[config.mk]
export PLATFORM = sky130hd
export DESIGN_NAME = data_bus_arbiter
export DESIGN_NICKNAME = d
export VERILOG_FILES = /design/src/rtl/data_bus_pkg.sv /design/src/rtl/bus_decode.sv /design/src/rtl/data_bus_arbiter.sv
export SDC_FILE = /design/constraint.sdc
export NUM_CORES = 1
export LEC_CHECK = 0
export BUFFER_PORTS_ARGS = -buffer_cell sky130_fd_sc_hd__clkbuf_2
export CORE_AREA = 2 2 84 86
export CTS_BUF_LIST = sky130_fd_sc_hd__clkbuf_2 sky130_fd_sc_hd__clkbuf_4 sky130_fd_sc_hd__clkbuf_8
export DETAILED_ROUTE_END_ITERATION = 16
export DIE_AREA = 0 0 86 88
export GPL_TIMING_DRIVEN = 1
export PLACE_DENSITY = 0.7
export SETUP_SLACK_MARGIN = 0.5
export SYNTH_ARGS = -nofsm -noshare
export SYNTH_HDL_FRONTEND = slang
export SYNTH_SLANG_ARGS = --single-unit
export TNS_END_PERCENT = 1
[constraint.sdc]
create_clock -name clk -period 5.25 [get_ports clk]
set_input_delay 0.525 -clock clk [delete_from_list [all_inputs] [get_ports clk]]
set_output_delay 0.525 -clock clk [all_outputs]
set_load 0.01 [all_outputs]
[src/rtl/data_bus_pkg.sv]
// -----------------------------------------------------------------------------
// data_bus_pkg
// Shared definitions for the data-bus masters: arbiter state encoding, default
// data width, hardware register page select value, register index width and
// the register-page decode helper.
// -----------------------------------------------------------------------------
package data_bus_pkg;

  localparam int unsigned ADDR_W     = 16;
  localparam int unsigned DATA_WIDTH = 19;
  localparam int unsigned REG_IDX_W  = 12;
  localparam int unsigned REG_VAL_W  = 16;
  localparam logic [3:0]  REG_PAGE   = 4'hF;

  typedef enum logic [1:0] {
    IDLE   = 2'd0,
    HOST   = 2'd1,
    REPLAY = 2'd2
  } arb_state_t;

  // True when the address falls in the hardware register page.
  function automatic logic page_select(input logic [ADDR_W-1:0] addr,
                                       input logic [3:0]        page);
    return addr[ADDR_W-1 -: 4] == page;
  endfunction

endpackage

[src/rtl/bus_decode.sv]
// -----------------------------------------------------------------------------
// bus_decode
// Splits one bus master's access between data RAM and the register page and
// steers the returned read data (one-cycle latency on both sides).
// Ports:
//   clk, reset          clock, synchronous active-high reset
//   i_addr/i_wdata/i_we access from the selected master
//   i_en                access allowed; when low no write or register strobe
//   o_mem_*             RAM address / write data / write enable
//   i_mem_rdata         RAM read data
//   o_reg_*             register index / read / write strobes / write value
//   i_reg_rvalue        register read data
//   o_rdata             steered read data for the previous cycle's access
// -----------------------------------------------------------------------------
module bus_decode #(
  parameter int unsigned DATA_WIDTH = data_bus_pkg::DATA_WIDTH,
  parameter logic [3:0]  REG_PAGE   = data_bus_pkg::REG_PAGE
) (
  input  logic                                 clk,
  input  logic                                 reset,
  input  logic [data_bus_pkg::ADDR_W-1:0]      i_addr,
  input  logic [DATA_WIDTH-1:0]                i_wdata,
  input  logic                                 i_we,
  input  logic                                 i_en,
  output logic [data_bus_pkg::ADDR_W-1:0]      o_mem_addr,
  output logic [DATA_WIDTH-1:0]                o_mem_wdata,
  output logic                                 o_mem_we,
  input  logic [DATA_WIDTH-1:0]                i_mem_rdata,
  output logic [data_bus_pkg::REG_IDX_W-1:0]   o_reg_index,
  output logic                                 o_reg_read,
  output logic                                 o_reg_write,
  output logic [data_bus_pkg::REG_VAL_W-1:0]   o_reg_wvalue,
  input  logic [data_bus_pkg::REG_VAL_W-1:0]   i_reg_rvalue,
  output logic [DATA_WIDTH-1:0]                o_rdata
);
  import data_bus_pkg::*;

  logic w_page;
  logic r_reg_src;

  assign w_page       = page_select(i_addr, REG_PAGE);

  assign o_mem_addr   = i_addr;
  assign o_mem_wdata  = i_wdata;
  assign o_mem_we     = i_en &  i_we & ~w_page;
  assign o_reg_read   = i_en & ~i_we &  w_page;
  assign o_reg_write  = i_en &  i_we &  w_page;
  assign o_reg_index  = i_addr[REG_IDX_W-1:0];
  assign o_reg_wvalue = i_wdata[REG_VAL_W-1:0];

  // Remembers which side the previous cycle's access went to.
  always_ff @(posedge clk) begin
    if (reset) r_reg_src <= 1'b0;
    else       r_reg_src <= w_page;
  end

  assign o_rdata = r_reg_src ? DATA_WIDTH'(i_reg_rvalue) : i_mem_rdata;

endmodule

[src/rtl/data_bus_arbiter.sv]
// -----------------------------------------------------------------------------
// data_bus_arbiter
// Owns the data bus below the core (data RAM + register page 0xF000-0xFFFF).
// A host/debug requester steals bus cycles by stalling the core for two cycles
// (HOST, REPLAY); REPLAY re-reads the core's last address so the core receives
// correct read data on its first unstalled cycle.
// Ports:
//   clk, reset                 clock, synchronous active-high reset
//   core_*                     core access, read data, stall (clock enable)
//   mem_*                      data RAM (one-cycle read latency)
//   register_*                 hardware register page (one-cycle read latency)
//   host_req/we/addr/wdata     host request, held until host_ack
//   host_ack/err/rdata         one-cycle completion with status and read data
//   stat_host_cycles/errs      saturating host ack / error counters, present
//                              only when ARB_STATS_EN is defined
// -----------------------------------------------------------------------------
module data_bus_arbiter #(
  parameter int unsigned MEM_SIZE   = 2048,
  parameter int unsigned DATA_WIDTH = data_bus_pkg::DATA_WIDTH,
  parameter logic [3:0]  REG_PAGE   = data_bus_pkg::REG_PAGE
) (
  input  logic                  clk,
  input  logic                  reset,
  input  logic [15:0]           core_addr,
  input  logic [DATA_WIDTH-1:0] core_wdata,
  input  logic                  core_we,
  output logic [DATA_WIDTH-1:0] core_rdata,
  output logic                  core_stall,
  output logic [15:0]           mem_addr,
  output logic [DATA_WIDTH-1:0] mem_wdata,
  output logic                  mem_we,
  input  logic [DATA_WIDTH-1:0] mem_rdata,
  output logic [11:0]           register_index,
  output logic                  register_read,
  output logic                  register_write,
  output logic [15:0]           register_write_value,
  input  logic [15:0]           register_read_value,
  input  logic                  host_req,
  input  logic                  host_we,
  input  logic [15:0]           host_addr,
  input  logic [DATA_WIDTH-1:0] host_wdata,
  output logic                  host_ack,
  output logic                  host_err,
  output logic [DATA_WIDTH-1:0] host_rdata
`ifdef ARB_STATS_EN
  ,
  output logic [15:0]           stat_host_cycles,
  output logic [7:0]            stat_host_errs
`endif
);
  import data_bus_pkg::*;

  arb_state_t            r_state;
  arb_state_t            w_state_nxt;
  logic [15:0]           r_last_core_addr;
  logic                  r_host_err;

  logic                  w_host_ok;
  logic [15:0]           w_bus_addr;
  logic [DATA_WIDTH-1:0] w_bus_wdata;
  logic                  w_bus_we;
  logic                  w_bus_en;
  logic [DATA_WIDTH-1:0] w_rdata;

  assign w_host_ok = (32'(host_addr) < MEM_SIZE) || page_select(host_addr, REG_PAGE);

  // State register.
  always_ff @(posedge clk) begin
    if (reset) r_state <= IDLE;
    else       r_state <= w_state_nxt;
  end

  // Next state: a host access always takes exactly HOST then REPLAY, and the
  // return to IDLE guarantees the core one unstalled cycle between accesses.
  always_comb begin
    w_state_nxt = r_state;
    case (r_state)
      IDLE:    if (host_req) w_state_nxt = HOST;
      HOST:    w_state_nxt = REPLAY;
      REPLAY:  w_state_nxt = IDLE;
      default: w_state_nxt = IDLE;
    endcase
  end

  // Bus source selection and status outputs.
  always_comb begin
    w_bus_addr  = core_addr;
    w_bus_wdata = core_wdata;
    w_bus_we    = core_we;
    w_bus_en    = 1'b1;
    core_stall  = 1'b0;
    host_ack    = 1'b0;
    host_err    = 1'b0;
    host_rdata  = '0;
    case (r_state)
      HOST: begin
        core_stall  = 1'b1;
        w_bus_addr  = host_addr;
        w_bus_wdata = host_wdata;
        w_bus_we    = host_we;
        w_bus_en    = w_host_ok;
      end
      REPLAY: begin
        core_stall  = 1'b1;
        w_bus_addr  = r_last_core_addr;
        w_bus_we    = 1'b0;
        // A reset landing on REPLAY abandons the access without an ack.
        host_ack    = ~reset;
        host_err    = ~reset & r_host_err;
        host_rdata  = r_host_err ? '0 : w_rdata;
      end
      default: ;
    endcase
  end

  // Core address capture for replay and host error latch.
  always_ff @(posedge clk) begin
    if (reset) begin
      r_last_core_addr <= '0;
      r_host_err       <= 1'b0;
    end else begin
      if (r_state == IDLE) r_last_core_addr <= core_addr;
      if (r_state == HOST) r_host_err       <= ~w_host_ok;
    end
  end

  bus_decode #(
    .DATA_WIDTH (DATA_WIDTH),
    .REG_PAGE   (REG_PAGE)
  ) u_bus_decode (
    .clk          (clk),
    .reset        (reset),
    .i_addr       (w_bus_addr),
    .i_wdata      (w_bus_wdata),
    .i_we         (w_bus_we),
    .i_en         (w_bus_en),
    .o_mem_addr   (mem_addr),
    .o_mem_wdata  (mem_wdata),
    .o_mem_we     (mem_we),
    .i_mem_rdata  (mem_rdata),
    .o_reg_index  (register_index),
    .o_reg_read   (register_read),
    .o_reg_write  (register_write),
    .o_reg_wvalue (register_write_value),
    .i_reg_rvalue (register_read_value),
    .o_rdata      (w_rdata)
  );

  assign core_rdata = w_rdata;

`ifdef ARB_STATS_EN
  logic [15:0] r_stat_host_cycles;
  logic [7:0]  r_stat_host_errs;

  // Saturating host completion / error counters.
  always_ff @(posedge clk) begin
    if (reset) begin
      r_stat_host_cycles <= '0;
      r_stat_host_errs   <= '0;
    end else if (host_ack) begin
      if (r_stat_host_cycles != 16'hFFFF) r_stat_host_cycles <= r_stat_host_cycles + 16'd1;
      if (host_err && (r_stat_host_errs != 8'hFF)) r_stat_host_errs <= r_stat_host_errs + 8'd1;
    end
  end

  assign stat_host_cycles = r_stat_host_cycles;
  assign stat_host_errs   = r_stat_host_errs;
`endif

endmodule
==> metrics.md, run 1 <==
| Metric | Value |
|---|---|
| Complex-gate fraction of the synthesized area | 0.1048 |
| CP required | 4720 ps |
| Mapped Cells | 230 |
| Layout cell share with drive strength beyond 1 | 0.6355 |
| Fin. Hold Viols | 0 |
| Synth Area in Simple Gates | 0.1779 |
| Largest net degree at the start of global routing | 39 |
| Setup ws final | 1848 ps |
| Total negative slack | 0 ps |
| Number of diodes | 0 |
| CP startpoint kind | flip-flop |
| Drt pass-1 iters | 4 |
| GRT Total Usage | 0.1575 |
| # H-tree levels | 1 |
| Post-CTS Hold Buffers | 0 |
| Area Overhead vs Synth | 49.35% |
| Main combinational cell family by area after synthesis | multiplexers |
| HP Class | flip-flop to flip-flop |
| Internal power | 0.4638 mW |
| Power density over cell area | 279.2 nW/µm² |
| Crit-path max FO | 31 |
| Initial Util | 0.2911 |
| CTS tree | done |
| Adder-cell share of the synthesized area | 0.03234 |
| Die Span Y | 88 µm |
| LEAKAGE | 1.622 nW |
| Minimum clock period | 3402 ps |
| TritonCTS Sinks | 20 |
| Worst VDD drop | 97.43 µV |
| # IOs | 217 |
| Initial antenna violation count | 0 |
| Clock Root Buffer | clkbuf_8 |
| Switching Fraction | 0.4249 |
| Routed Wire Length | 6.616 mm |
| PortBufs | 216 |
| Nets | 522 |
| Sequential-to-total area share from yosys stat | 0.2070 |
| Synthesized netlist net count | 345 |
| First-pass GRT wire length | 9.515 mm |
| Post-synthesis mux area share | 0.3176 |
| Filler cell count | 675 |
| Synth area leaders | dfxtp_1, mux2_2, buf_4, mux2i_1, nor2b_1 |
| Combinational Power Share | 0.626 |
| Clk_skew | 4.738 ps |
| # DRC | 0 |
| Fin crit share | 0.6480 |
| Clk pwr share | 0.145 |
| RSZ-0062 raised after global routing | no |
| Status | completed |
| Num CTS Buffers | 3 |
| Fmax | 0.2939 GHz |
| Post-synth top area cell | dfxtp_1 |
| Row cnt | 30 |
| Netlist Area Pre-Place | 1934 µm² |
| Net Switching | 0.3427 mW |
| Synth Area in XOR/XNOR | 0 |
| Max Buffers Root-to-Sink | 2 |
| Pins Over Slew Limit | 0 |
| Die footprint | 7568 µm² |
| Seq pwr share | 0.229 |
| Antenna Nets Post-Route | 0 |
| Core area | 6644 µm² |
| Post-cts resize count | 0 |
| CP cell instances | inv_1 > ha_1 > mux2i_1 > or4_4 > nor3b_2 > clkbuf_2 |
| GPL Wtd Cong | 0.7895 |
| CP peak stage delay | 980 ps |
| Post-synth EDFFs | 0 |
| Iter 0 DRT Violations | 54 |
| #FFs+latches synth | 20 |
| Syn avg cell area | 8.410 µm² |
| Reg clk slew, reported paths | 80 ps |
| Share of the synthesized area in the top cell type | 0.2070 |
| Drt via density | 4.642 |
| Synthesis Warnings | 0 |
| Post-CTS Setup Inserts | 0 |
| Total vias in the final route | 2,256 |
| Arr. time, crit path | 2880 ps |
| Post-synth ARST share | 0 |
| Slew @ Worst Pin | 1031 ps |
| Drt wl/cell | 13.61 µm |
| Die Width | 86 µm |
| Hpwl dp | 5.584 mm |
| Relative slew slack | 0.3127 |
| Final setup fails | 0 |
| Top FF cell, synth | dfxtp_1 |
| WS Path Type | flip-flop to output pin |
| CP max stage cell | ha_1 |
| Netlist cell types | 24 |
| Critical Path End Type | output pin |
| Vias in the first global route | 2,070 |
| Number of max-cap violations | 0 |
| Grt total ovfl | 0 |
| Clock latency on the worst-skew pair | 260 ps |
| Pre-CTS setup slack | 2129 ps |
-- worst paths after layout --
kind | start | to | slack, ps | cells past startpoint
worst max-delay path | r_state[0] | register_read | 1850 | 6
worst max register to register | r_state[0] | u_bus_decode.r_reg_src | 2810 | 5
worst min-delay path | r_host_err | r_host_err | 500 | 2
worst min register to register | r_host_err | r_host_err | 500 | 2
-- cell type report --
cell class / count / area [µm²] / area share
Timing Repair Buffer: 216 / 1081 / 0.3742
Clock buffer: 4 / 55.05 / 0.01906
Multi-Input combinational cell: 159 / 1226 / 0.4244
Inverter: 7 / 26.28 / 0.009095
Tap cell: 80 / 100.1 / 0.03465
Sequential cell: 20 / 400.4 / 0.1386
-- through the flow --
step / util / total power [mW] / instance area, µm² / hold slack [ps] / std cells
after detailed placement: 0.4266 / 0.7018 / 2834 / 483.5 / 482
after global placement: 0.4266 / 0.6927 / 2834 / 472.2 / 482
after floorplan: - / 0.5583 / 1934 / 452.9 / 230
after global routing: 0.4348 / 0.8736 / 2889 / 514.5 / 486
after CTS: 0.4348 / 0.8250 / 2889 / 496.9 / 486
final: 0.4348 / 0.8065 / 2889 / 496.0 / 486
-- cells by family after synthesis --
| family | after synthesis |
|---|---|
| muxes | 57 |
| adders and majority gates | 5 |
| and+or+nand+nor | 66 |
| AOI/OAI and AO/OA | 31 |
| DFF | 20 |
| buffers and inverters | 51 |
-- cell usage in the layout, fill, tap and decap left out --
master	Yosys	routed
mux2i_1	22	22
nor2b_1	22	22
nor3b_1	2	2
mux2_2	35	35
ha_1	5	4
nand4_1	1	1
ha_2	0	1
a22o_1	4	4
or4_1	1	1
nor2_1	32	32
nand2_1	1	1
nand2b_1	3	3
or4_4	1	1
nor3b_2	1	1
clkbuf_2	0	216
o21ai_0	1	1
o211ai_1	1	1
clkbuf_8	0	4
a21oi_1	13	13
and2_1	1	1
a22oi_1	12	12
nand3_1	1	1
dfxtp_1	20	20
inv_1	7	7
-- power groups by stage --
stage	Sequential (mW)	Combinational, mW	Clock (mW)
floorplan	0.183	0.375	0
finish	0.185	0.505	0.117
detailed placement	0.188	0.514	0
CTS	0.184	0.516	0.125
global route	0.187	0.554	0.133
global placement	0.186	0.506	0
-- routing by layer --
| layer | GRT usage | vias to the layer above | wire length, µm |
|---|---|---|---|
| li1 | - | 1114 | - |
| met1 | 0.1671 | 1008 | 2355 |
| met2 | 0.3066 | 130 | 3515 |
| met3 | 0.03487 | 4 | 686 |
| met4 | 0.05051 | 0 | 58 |
| met5 | 0 | - | 0 |
-- registers in the layout, indices dropped and copies added (netlist names) --
register,flops
r_host_err,1
r_state,2
r_last_core_addr,16
u_bus_decode.r_reg_src,1
-- cell usage after synthesis (2+ instances only) --
cell type	number
buf_2	2
mux2i_1	22
a22o_1	4
clkbuf_1	11
nor2b_1	22
ha_1	5
nor3b_1	2
a21oi_1	13
nand2b_1	3
dfxtp_1	20
mux2_2	35
a22oi_1	12
buf_4	31
inv_1	7
nor2_1	32
-- critical path, delay by kind of cell (launching register included) --
family	cells	cell delay [ps]
fa+ha+maj	1	980
mux	1	220
flops	1	390
simple gates	2	780
buf+inv	2	250
No activity file was read; power rests on OpenSTA's default activity.
==> inputs of run 2 (changes only) <==
--- a/config.mk
+++ b/config.mk
@@ -5,13 +5,14 @@
 export SDC_FILE = /design/constraint.sdc
 export NUM_CORES = 1
 export LEC_CHECK = 0
+export ABC_AREA = 1
 export BUFFER_PORTS_ARGS = -buffer_cell sky130_fd_sc_hd__clkbuf_2
-export CORE_AREA = 2 2 84 86
+export CORE_AREA = 2 2 83 85
 export CTS_BUF_LIST = sky130_fd_sc_hd__clkbuf_2 sky130_fd_sc_hd__clkbuf_4 sky130_fd_sc_hd__clkbuf_8
 export DETAILED_ROUTE_END_ITERATION = 16
-export DIE_AREA = 0 0 86 88
+export DIE_AREA = 0 0 85 87
 export GPL_TIMING_DRIVEN = 1
-export PLACE_DENSITY = 0.7
+export PLACE_DENSITY = 0.74
 export SETUP_SLACK_MARGIN = 0.5
 export SYNTH_ARGS = -nofsm -noshare
 export SYNTH_HDL_FRONTEND = slang
==> constraint.sdc (replaced) <==
create_clock -name clk -period 3.4 [get_ports clk]
set_input_delay 0.34 -clock clk [delete_from_list [all_inputs] [get_ports clk]]
set_output_delay 0.34 -clock clk [all_outputs]
set_load 0.01 [all_outputs]
==> run 2 against run 1 <==
Sequential share of layout area is 0.51 points lower. Highest routed layer unchanged. Largest power group unchanged. Via count is 26% higher. Setup slack worse by 1000 ps.
==> metrics.md, run 2 <==
| Metric | Value |
|---|---|
| Hold slack | 316.6 ps |
| Crit Reg-Reg Startpoint | r_state[1] |
| Netlist cell types | 22 |
| Num CTS Buffers | 3 |
| Antenna Nets Post-Route | 0 |
| Netlist Area Pre-Place | 2083 µm² |
| Initial antenna violation count | 0 |
| Internal power | 0.6795 mW |
| Final setup fails | 0 |
| PortBufs | 216 |
| Main combinational cell family by area after synthesis | simple AND/OR/NAND/NOR gates |
| Arr. time, crit path | 2260 ps |
| Sequential-to-total area share from yosys stat | 0.1922 |
| Most frequent cells in the layout | clkbuf_2, nand2_1, inv_1 |
| Post-CTS Setup Inserts | 0 |
| Share of the synthesized area in the top cell type | 0.2252 |
| R2R depth | 6 |
| Synth Area in Simple Gates | 0.4336 |
| CP required | 3060 ps |
| Clock Root Buffer | clkbuf_8 |
| Combinational Power Share | 0.642 |
| Row cnt | 30 |
| Post-synth EDFFs | 0 |
| Minimum clock period | 2602 ps |
| Post-synth ARST share | 0 |
| Relative slew slack | 0.2927 |
| Vias in the first global route | 2,293 |
| Drt via density | 4.542 |
| Max reg flops | 16 |
| Adder-cell share of the synthesized area | 0.03003 |
| Post-synthesis mux area share | 0 |
| Crit-path max FO | 20 |
| Clk_skew | 0.6775 ps |
| #FFs+latches synth | 20 |
| RSZ-0062 raised after global routing | no |
| Slew @ Worst Pin | 1059 ps |
| Total vias in the final route | 2,839 |
| # H-tree levels | 1 |
| CTS tree | done |
| Fin crit share | 0.7652 |
| Commonest non-fill, non-tap cell in the layout | clkbuf_2 |
| Clock latency on the worst-skew pair | 250 ps |
| Largest registers | r_last_core_addr x16, r_state x2 |
| Most flop-heavy register | r_last_core_addr |
| Number of max-cap violations | 0 |
| Post-Place Cells | 621 |
| Total negative slack | 0 ps |
| Synthesized netlist net count | 488 |
| Nets | 661 |
| Complex-gate fraction of the synthesized area | 0.09309 |
| Reg-to-Reg End | r_state[1] |
| Max Buffers Root-to-Sink | 2 |
| Hpwl dp | 5.867 mm |
| Drt wl/cell | 11.41 µm |
| CP startpoint kind | flip-flop |
| LEAKAGE | 1.883 nW |
| TritonCTS Sinks | 20 |
| Mapped Cells | 373 |
| Top FF cell, synth | dfxtp_1 |
| HP Class | input port to flip-flop |
| Initial Util | 0.3171 |
| Area Overhead vs Synth | 43.96% |
| Status | completed |
| Post-synth top area cell | nand2_1 |
| Iter 0 DRT Violations | 95 |
| Die Span Y | 87 µm |
| Final Util | 0.4566 |
| # IOs | 217 |
| Number of diodes | 0 |
| WS Path Type | flip-flop to output pin |
| Synthesis Warnings | 0 |
| Synth area leaders | nand2_1, dfxtp_1, buf_4, nand3_1, inv_1 |
| GPL Wtd Cong | 0.7549 |
| Fin. Hold Viols | 0 |
| CP cell instances | inv_1 > ha_1 > inv_1 > nand2_1 > nand2_1 > clkbuf_2 |
| Switching Fraction | 0.4798 |
| Fmax | 0.3844 GHz |
| Die footprint | 7395 µm² |
| Synth Area in XOR/XNOR | 0 |
| Critical Path End Type | output pin |
| Critical Path Sink | mem_wdata[7] |
| Drt pass-1 iters | 4 |
| Clk pwr share | 0.138 |
| Die Width | 85 µm |
| Syn avg cell area | 5.585 µm² |
| Worst R2R Setup Slack | 1420 ps |
| Placed Area | 2944 µm² |
| CP peak stage delay | 660 ps |
| Net Switching | 0.6267 mW |
| Worst hold start | core_addr[0] |
| Count leader, synth | nand2_1 |
| GRT Total Usage | 0.1702 |
| Synth cell count leaders | nand2_1, inv_1, nand3_1 |
| First-pass GRT wire length | 10.51 mm |
| Layout cell share with drive strength beyond 1 | 0.4349 |
| # DRC | 0 |
| Design area | 2999 µm² |
| Seq pwr share | 0.220 |
| Worst VDD drop | 256.9 µV |
| Largest net degree at the start of global routing | 39 |
| Non-Filler Instances | 625 |
| Post-CTS Hold Buffers | 0 |
| Reg clk slew, reported paths | 70 ps |
| CP max stage cell | ha_1 |
| Core area | 6569 µm² |
| Pins Over Slew Limit | 0 |
| Routed Wire Length | 7.134 mm |
| Worst hold stages | 3 |
| Post-cts resize count | 0 |
| Worst Setup SP | r_state[1] |
| Power density over cell area | 435.5 nW/µm² |
| Grt total ovfl | 0 |
[run 2: cell types whose count changed after synthesis, sizes merged, moves of 5 or more]
cell	delta
inv	+41
o21ai	+15
mux2	-35
nand3	+47
nor2b	-22
buf	+12
mux2i	-22
nand2	+128
clkbuf	-5
a22oi	-12
[run 2: metal layers]
layer	part of all wire	GRT usage	up-vias
li1	-	-	1468
met4	0.0071	0.02597	0
met5	0	0	-
met2	0.50	0.2997	123
met3	0.083	0.03697	4
met1	0.41	0.2175	1244
[run 2: worst min path at each step]
stage                      endpoint  slack (ps)
2_1_floorplan            r_state[0]         420
3_3_place_gp   r_last_core_addr[11]         450
3_5_place_dp    r_last_core_addr[7]         450
4_1_cts         r_last_core_addr[0]         310
5_1_grt         r_last_core_addr[9]         330
6_report        r_last_core_addr[0]         320
[run 2: cells by family (layout without fill, tap and decap cells)]
family,Yosys count,after routing
AO/OA/AOI/OAI,37,37
adder cells (fa/ha/maj),5,5
buffers and inverters,99,271
flip-flops,20,20
AND/OR/NAND/NOR,212,212
[run 2: power groups by stage]
stage	clock network, mW	registers [mW]	logic [mW]
final	0.181	0.287	0.838
after global routing	0.197	0.292	0.930
after CTS	0.189	0.287	0.848
after detailed placement	0	0.292	0.846
after global placement	0	0.291	0.835
after floorplan	0	0.286	0.635
[run 2: layout make-up]
cell class                      count  area [µm²]
Tap cell                           80       100.1
Fill cell                         694        3570
Clock buffer                        4       55.05
Sequential cell                    20       400.4
Inverter                           48       180.2
Timing Repair Buffer              219        1104
Multi-Input combinational cell    254        1160
[run 2: worst max-delay path: cells and delay by family, from the launching register on]
| family | cells | cell delay (ps) |
|---|---|---|
| adder cells (fa/ha/maj) | 1 | 660 |
| AND/OR/NAND/NOR | 2 | 270 |
| buffers and inverters | 3 | 760 |
| flip-flops | 1 | 320 |
[run 2: per-stage QoR]
stage               worst slack [ps]  power [mW]
global route                   544.7       1.419
finish                         798.3       1.306
floorplan                       1464      0.9207
CTS                            765.9       1.324
detailed placement              1051       1.138
global placement                1143       1.127
==> inputs of run 3 (changes only) <==
==> constraint.sdc (replaced) <==
create_clock -name clk -period 2.6 [get_ports clk]
set_input_delay 0.26 -clock clk [delete_from_list [all_inputs] [get_ports clk]]
set_output_delay 0.26 -clock clk [all_outputs]
set_load 0.01 [all_outputs]
==> run 3 against run 2 <==
Critical path depth grew 4. Total power grew 38%. Cell count is 1.1% higher. Global-route usage down 0.32 points. Largest cell class unchanged. Critical endpoint is now register_write. First-iteration DRC count decreased by 11%. Die area unchanged. Largest power group unchanged. Setup slack got worse by 190 ps. Clock-buffer cell count is the same.
==> metrics.md, run 3 (synthesized netlist as in run 2, its figures left out) <==
| Metric | Value |
|---|---|
| Hold slack | 238.9 ps |
| Grt total ovfl | 0 |
| HP Class | input port to flip-flop |
| Critical Path End Type | output pin |
| Fin. Hold Viols | 0 |
| Iter 0 DRT Violations | 85 |
| Worst VDD drop | 345.3 µV |
| Crit-path max FO | 7 |
| Die Width | 85 µm |
| CP peak stage delay | 370 ps |
| Hpwl dp | 5.906 mm |
| Row cnt | 30 |
| Design area | 3109 µm² |
| CP top delay family | buffers and inverters |
| Largest net degree at the start of global routing | 26 |
| RSZ-0062 raised after global routing | no |
| PortBufs | 216 |
| Core area | 6569 µm² |
| Reg clk slew, reported paths | 70 ps |
| Drt pass-1 iters | 4 |
| Clock latency on the worst-skew pair | 250 ps |
| Minimum clock period | 1997 ps |
| Status | completed |
| CP cell instances | inv_2 > ha_4 > buf_6 > nand3_2 > nand3_2 > nand2_2 > inv_2 > nand2_2 > nor2_1 > clkbuf_2 |
| First-pass GRT wire length | 10.28 mm |
| CP max stage cell | dfxtp_4 |
| # DRC | 0 |
| Nets | 668 |
| Crit path buf inv count | 4 |
| Vias in the first global route | 2,265 |
| LEAKAGE | 1.921 nW |
| CTS tree | done |
| Drt wl/cell | 11.63 µm |
| Area Overhead vs Synth | 49.25% |
| GPL Wtd Cong | 0.8017 |
| Commonest non-fill, non-tap cell in the layout | clkbuf_2 |
| Clock Root Buffer | clkbuf_8 |
| TritonCTS Sinks | 20 |
| Arr. time, crit path | 1740 ps |
| CP startpoint kind | flip-flop |
| Number of max-cap violations | 0 |
| WS Path Type | flip-flop to output pin |
| Storage cell area | 405.4 µm² |
| Clk_skew | 2.382 ps |
| Num CTS Buffers | 3 |
| Total negative slack | 0 ps |
| Die Span Y | 87 µm |
| Filler cell count | 700 |
| Number of diodes | 0 |
| Initial Util | 0.3171 |
| Max Buffers Root-to-Sink | 2 |
| Most frequent cells in the layout | clkbuf_2, nand2_1, nand3_1, inv_1, nor2_1 |
| # H-tree levels | 1 |
| Total vias in the final route | 2,854 |
| Initial antenna violation count | 0 |
| CP required | 2340 ps |
| Pins Over Slew Limit | 0 |
| Die footprint | 7395 µm² |
| Post-CTS Hold Buffers | 0 |
| Max reg flops | 16 |
| Fin crit share | 0.7679 |
| GRT Total Usage | 0.1670 |
| Power density over cell area | 580.8 nW/µm² |
| Most flop-heavy register | r_last_core_addr |
| Antenna Nets Post-Route | 0 |
| Fmax | 0.5009 GHz |
| Slew @ Worst Pin | 463.5 ps |
| Routed Wire Length | 7.347 mm |
| Relative slew slack | 0.6910 |
| Placed Area | 2967 µm² |
| Layout cell share with drive strength beyond 1 | 0.4583 |
| Area of the multi-input gates | 1192 µm² |
| # IOs | 217 |
| Final setup fails | 0 |
| Drt via density | 4.516 |
| Largest registers | r_last_core_addr x16, r_state x2 |
==> run 3: cell count changes in the layout (fill, tap and decap cells not counted), sizes merged <==
cell      previous run  this run
buf                  3        10
clkinvlp             0         2
clkbuf             220       219
inv                 48        47
==> run 3: area by class of cell <==
class | count | share of cell area
multi-input combinational | 254 | 0.3835
timing repair buffer | 225 | 0.3730
sequential | 20 | 0.1304
inverter | 48 | 0.06076
tap | 80 | 0.03219
clock buffer | 4 | 0.01771
timing repair inverter | 1 | 0.002414
==> run 3: through the flow <==
step           std cells  utilization  worst slack [ps]  power, mW
6_report             632       0.4733             603.4      1.806
5_1_grt              632       0.4733             498.5      1.951
4_1_cts              629       0.4629             326.1      1.750
3_5_place_dp         624       0.4516             412.8      1.494
3_3_place_gp         624       0.4516             500.1      1.477
2_1_floorplan        373            -             744.2      1.204
==> run 3: worst paths after layout <==
| kind | from | to | slack [ps] | cells past startpoint |
|---|---|---|---|---|
| hold reg to reg | r_last_core_addr[2] | r_last_core_addr[2] | 470 | 2 |
| hold / removal | core_addr[0] | r_last_core_addr[0] | 240 | 3 |
| setup / recovery | r_state[0] | register_write | 600 | 10 |
| setup reg to reg | r_state[0] | u_bus_decode.r_reg_src | 1170 | 9 |
==> run 3: per-layer routing <==
metal  GRT usage  wire length [µm]  share of wire  vias to the layer above
li1            -                 -              -                     1480
met1      0.2082              2945           0.40                     1231
met2      0.2940              3755           0.51                      141
met3     0.03697               615          0.084                        2
met4     0.03752                31         0.0042                        0
met5           0                 0              0                        -
==> run 3: report_power, final <==
part | internal [mW] | switching [mW] | leakage [nW] | total (mW)
clock network | 0.135 | 0.0989 | 0.0288 | 0.233
logic | 0.467 | 0.726 | 1.73 | 1.19
registers | 0.352 | 0.0271 | 0.166 | 0.379
==> run 3: repair_timing <==
action | 4_1_cts | 5_1_grt
setup endpoints to repair | 77 | 87
buffers inserted | 0 | 3
resized for setup | 5 | 15
gates cloned | 1 | 0
pin swaps | 0 | 1
==> run 3: worst min-delay path, stage by stage <==
cell and delay, ps:
clkbuf_2 90, nand2_1 50, a21oi_1 50
